$ cat config.mk
export PLATFORM = sky130hd
export DESIGN_NAME = key_led_ctrl
export DESIGN_NICKNAME = d
export VERILOG_FILES = /design/src/rtl/key_led_ctrl.sv
export SDC_FILE = /design/constraint.sdc
export NUM_CORES = 1
export LEC_CHECK = 0
export ABC_AREA = 1
export BUFFER_PORTS_ARGS = -buffer_cell sky130_fd_sc_hd__buf_2
export CORE_MARGIN = 2
export CORE_UTILIZATION = 30
export CTS_CLUSTER_DIAMETER = 200
export DETAILED_ROUTE_END_ITERATION = 7
export SLEW_MARGIN = 15
export SYNTH_ARGS = -nofsm -noshare
export SYNTH_HDL_FRONTEND = slang
export SYNTH_SLANG_ARGS = --single-unit
export TNS_END_PERCENT = 10
$ cat constraint.sdc
create_clock -name sys_clk -period 2.2 [get_ports sys_clk]
set_clock_uncertainty 0.15 [all_clocks]
set_input_delay 0 -clock sys_clk [delete_from_list [all_inputs] [get_ports sys_clk]]
set_output_delay 0 -clock sys_clk [all_outputs]
set_load 0.03 [all_outputs]
$ cat src/rtl/key_led_ctrl.sv
// Push-button LED controller: synchronise, debounce, detect presses, step OFF/ON/SLOW/FAST.
// Optional macro LONG_PRESS_EN: holding the key for LONG_PRESS_CNT debounced clocks forces OFF.
module key_led_ctrl #(
   parameter int DEBOUNCE_CNT   = 1_000_000,
   parameter int SLOW_HALF      = 25_000_000,
   parameter int FAST_HALF      = 6_250_000,
   parameter int LONG_PRESS_CNT = 100_000_000
) (
   input  logic       sys_clk,
   input  logic       sys_rst_n,
   input  logic       key_in,
   output logic       led_out,
   output logic [1:0] mode,
   output logic       key_flag
);

   localparam int  DW     = $clog2(DEBOUNCE_CNT + 1);
   localparam int  HMAX   = (SLOW_HALF > FAST_HALF) ? SLOW_HALF : FAST_HALF;
   localparam int  BW     = $clog2(HMAX + 1);
   localparam bit  CFG_OK = (DEBOUNCE_CNT >= 2) && (SLOW_HALF >= 2) && (FAST_HALF >= 2) &&
                            (LONG_PRESS_CNT > DEBOUNCE_CNT);

   if (!CFG_OK) begin : g_cfg_check
      $error("key_led_ctrl: invalid parameter set");
   end

   typedef enum logic [1:0] {
      MODE_OFF  = 2'd0,
      MODE_ON   = 2'd1,
      MODE_SLOW = 2'd2,
      MODE_FAST = 2'd3
   } mode_e;

   logic          sync1_q, sync1_d, sync2_q, sync2_d;
   logic          deb_q, deb_d;
   logic [DW-1:0] deb_cnt_q, deb_cnt_d;
   logic          flag_q, flag_d;
   mode_e         mode_q, mode_d;
   logic [BW-1:0] blink_cnt_q, blink_cnt_d;
   logic          phase_q, phase_d;
   logic          led_q, led_d;
   logic [BW-1:0] half_max;

`ifdef LONG_PRESS_EN
   localparam int LW = $clog2(LONG_PRESS_CNT + 1);
   logic [LW-1:0] hold_cnt_q, hold_cnt_d;
   logic          long_done_q, long_done_d;
`endif

   // Synchroniser and debounce: a new level must persist DEBOUNCE_CNT clocks.
   always_comb begin
      sync1_d   = key_in;
      sync2_d   = sync1_q;
      deb_d     = deb_q;
      deb_cnt_d = '0;
      flag_d    = 1'b0;
      if (sync2_q != deb_q) begin
         if (deb_cnt_q == DW'(DEBOUNCE_CNT - 1)) begin
            deb_d  = sync2_q;
            flag_d = ~sync2_q;
         end else begin
            deb_cnt_d = deb_cnt_q + 1'b1;
         end
      end
   end

   always_comb begin
      mode_d = mode_q;
      if (flag_q) begin
         mode_d = mode_e'(mode_q + 2'd1);
      end
`ifdef LONG_PRESS_EN
      hold_cnt_d  = '0;
      long_done_d = 1'b0;
      if (!deb_q) begin
         hold_cnt_d  = (hold_cnt_q == LW'(LONG_PRESS_CNT - 1)) ? hold_cnt_q : hold_cnt_q + 1'b1;
         long_done_d = long_done_q;
         if (hold_cnt_q == LW'(LONG_PRESS_CNT - 1) && !long_done_q) begin
            mode_d      = MODE_OFF;
            long_done_d = 1'b1;
         end
      end
`endif
   end

   // Blink engine; a mode change restarts the half-period lit, overriding any wrap.
   always_comb begin
      half_max    = (mode_q == MODE_FAST) ? BW'(FAST_HALF - 1) : BW'(SLOW_HALF - 1);
      blink_cnt_d = '0;
      phase_d     = phase_q;
      if (mode_d != mode_q) begin
         phase_d = 1'b1;
      end else if (mode_q == MODE_SLOW || mode_q == MODE_FAST) begin
         if (blink_cnt_q == half_max) begin
            phase_d = ~phase_q;
         end else begin
            blink_cnt_d = blink_cnt_q + 1'b1;
         end
      end
      case (mode_q)
         MODE_OFF: led_d = 1'b0;
         MODE_ON:  led_d = 1'b1;
         default:  led_d = phase_q;
      endcase
   end

   always_ff @(posedge sys_clk) begin
      if (!sys_rst_n) begin
         sync1_q     <= 1'b1;
         sync2_q     <= 1'b1;
         deb_q       <= 1'b1;
         deb_cnt_q   <= '0;
         flag_q      <= 1'b0;
         mode_q      <= MODE_OFF;
         blink_cnt_q <= '0;
         phase_q     <= 1'b1;
         led_q       <= 1'b0;
`ifdef LONG_PRESS_EN
         hold_cnt_q  <= '0;
         long_done_q <= 1'b0;
`endif
      end else begin
         sync1_q     <= sync1_d;
         sync2_q     <= sync2_d;
         deb_q       <= deb_d;
         deb_cnt_q   <= deb_cnt_d;
         flag_q      <= flag_d;
         mode_q      <= mode_d;
         blink_cnt_q <= blink_cnt_d;
         phase_q     <= phase_d;
         led_q       <= led_d;
`ifdef LONG_PRESS_EN
         hold_cnt_q  <= hold_cnt_d;
         long_done_q <= long_done_d;
`endif
      end
   end

   assign led_out  = led_q;
   assign mode     = mode_q;
   assign key_flag = flag_q;

endmodule
==> metrics.txt <==
CP max FO 12; placed standard-cell area 2930 um2; TritonCTS clock tree yes; GR Overflow Total 0; status finished clean; drt wl/cell 10.8 um; Routed Antenna Nets 0; setup violators final 0; Design Area, Final 3080 um2; clk slew on worst S/H paths 0.10 ns; first-pass GRT wire length 10,500 um; hold_ws 0.276 ns; Worst Setup SP mode[1]$_SDFF_PN0_; setup TNS 0 ns; clk_lat worst skew 0.31 ns; Mapped Cells 413; count of hold buffers inserted by post-cts repair 3; vias in the first global route 2,434; Tightest Hold Check Type register to register; flops & latches, synth 53; drt pass-1 iters 4; DIE AREA 10000 um2; Tot Pwr 1.68 mW; crit path DAT 1.85 ns; via/cell ratio 4.56; Final Worst Setup Slack 0.407 ns; RD Place Congestion 0.848; WL final 5830 um; port bufs 6; Hold EP sync2_q$_SDFF_PN1_; startpoint class of the critical path register; top-area cell type share of the netlist area 38.4%; post-synthesis sequential area ratio 38.4%; Fin. Hold Viols 0; initial core utilization 30.3%; path depth of the worst reg2reg path 9; Root Driver clkbuf_8; synth unique cells 26; R2R setup slack 0.41 ns; cell taking the most area after synthesis dfxtp_1; number of synthesis warnings 0; worst-margin pin slew 0.331 ns; Setup crit end kind register; Max Cap Viol 0; synth top area cells dfxtp_1 (38%), nand2_1 (14%), nor2_1 (12%); post-route clock period utilization 81.5%; Area Growth Syn to Fin 11.5%; dpl hpwl 4460 um; crit path time final 1.79 ns; largest net degree at the start of global routing 20; Avg Inst Size Synth 6.69 um2; min-delay src sync1_q$_SDFF_PN1_; die width 100 um; f_max 558 MHz; GR Util All Layers 12.7%; CORE AREA 9110 um2; layout cells sized above 1 7.91%; max-slew violation count 0; synthesized area 2760 um2; cell row count 35; Pleak 0.985 nW; via count 2,465; Post-CTS Setup Bufs 0; I/O pin count 7; Final nets 436; n_diodes 0; FF-to-FF Start mode[1]$_SDFF_PN0_; PD cells 546 nW/um2; reg-to-reg endpoint blink_cnt_q[14]$_SDFF_PP0_; Die Ht 100 um; Post-Syn Nets 420; initial antenna violation count 0; Clock Sinks 53; clock tree buffer depth 2; DR iter-0 viols 59; quantity of gates resized following cts 0; total CTS buffers 5; Worst Path Class, Setup register to register; maximum vdd drop 0.266 mV; H-tree levels 2; WP data required 2.26 ns; dpl ws 0.418 ns; Rel. slew slack 77.9%; worst hold path depth 1; RSZ-0062 raised after global routing false; Filler Cell Count 994; Remaining DRCs 0
worst max-delay path by stage:
stage | slack (ns) | endpoint
finish | 0.41 | blink_cnt_q[14]$_SDFF_PP0_
floorplan | 0.36 | blink_cnt_q[17]$_SDFF_PP0_
global route | 0.22 | blink_cnt_q[22]$_SDFF_PP0_
global placement | 0.46 | blink_cnt_q[20]$_SDFF_PP0_
detailed placement | 0.42 | blink_cnt_q[24]$_SDFF_PP0_
CTS | 0.39 | blink_cnt_q[14]$_SDFF_PP0_
Yosys cell counts:
cell type    n
nand2_1    104
nor2_1      91
dfxtp_1     53
inv_1       50
nand3_1     21
nand4_1     15
a21oi_1     13
xor2_1      12
nor3_1       8
o21ai_0      8
xnor2_1      8
nor2_2       6
ha_1         4
nand3b_1     3
nor2_4       3
buf_2        2
nand3_2      2
or2_2        2
a211oi_1     1
a31oi_1      1
and2_2       1
buf_6        1
nand2_2      1
nand2_4      1
nand3_4      1
nor3_2       1
flip-flops by register name (all words and copies together), names as in the netlist:
name,cells
led_out,1
deb_cnt_q,20
sync1_q,1
phase_q,1
key_flag,1
sync2_q,1
blink_cnt_q,25
mode,2
deb_q,1
report_power, final:
part | internal [mW] | switching (mW) | leakage, nW
sequential | 0.961 | 0.00133 | 0.427
clock | 0.372 | 0.331 | 0.0585
combinational | 0.00738 | 0.00836 | 0.499
cell type report:
| cell class | count | area (um2) | share of cell area (%) |
|---|---|---|---|
| Timing Repair Buffer | 12 | 82.6 | 2.68 |
| Clock buffer | 7 | 86.3 | 2.80 |
| Inverter | 50 | 188 | 6.09 |
| Multi-Input combinational cell | 307 | 1490 | 48.5 |
| Tap cell | 111 | 139 | 4.51 |
| Sequential cell | 53 | 1060 | 34.4 |
| Clock inverter | 1 | 30.0 | 0.975 |
layout by cell type, fill, tap and decap left out:
| cell type | synthesis | final |
|---|---|---|
| a21oi_1 | 13 | 13 |
| nand3_1 | 21 | 21 |
| o21ai_0 | 8 | 8 |
| buf_2 | 2 | 6 |
| nor3_2 | 1 | 1 |
| nand2_4 | 1 | 1 |
| dlygate4sd3_1 | 0 | 3 |
| buf_4 | 0 | 3 |
| nand2_2 | 1 | 1 |
| dfxtp_1 | 53 | 53 |
| xnor2_1 | 8 | 8 |
| bufinv_16 | 0 | 1 |
| nor2_2 | 6 | 6 |
| nand3b_1 | 3 | 3 |
| xor2_1 | 12 | 12 |
| and2_2 | 1 | 1 |
| a31oi_1 | 1 | 1 |
| nand2_1 | 104 | 104 |
| nand3_4 | 1 | 1 |
| ha_1 | 4 | 4 |
| nor2_1 | 91 | 91 |
| clkbuf_1 | 0 | 1 |
| nor2_4 | 3 | 3 |
| inv_1 | 50 | 50 |
| clkbuf_8 | 0 | 6 |
| or2_2 | 2 | 2 |
| nor3_1 | 8 | 8 |
| a211oi_1 | 1 | 1 |
| nand3_2 | 2 | 2 |
| nand4_1 | 15 | 15 |
metrics by stage:
stage               std cells  utilization (%)
finish                    541             33.8
global route              541             33.8
CTS                       541             33.8
detailed placement        530             32.2
global placement          530             32.2
floorplan                 413                -
critical path: stages (launching register included):
cell	delay, ns
dfxtp_1	0.43
ha_1	0.29
nand2_1	0.08
nand2_1	0.08
nand2_1	0.06
nor2_1	0.16
nand3_1	0.11
nand3_2	0.08
buf_4	0.19
nor2_1	0.06
metal layers:
layer	up-vias	track usage (%)	wire [um]
met5	-	0	0
met4	0	4.53	152
met3	18	2.44	172
met2	36	21.4	2700
met1	1087	16.3	2810
li1	1324	-	-
logic make-up after synthesis:
group	Yosys count	synth area share [%]
AOI/OAI and AO/OA	23	4.30
xor gates and xnor gates	20	6.34
DFF	53	38.4
adders and majority gates	4	1.81
and+or+nand+nor	260	41.6
buffers and inverters	53	7.56
Note: power is estimated with default switching activity, not from simulation.
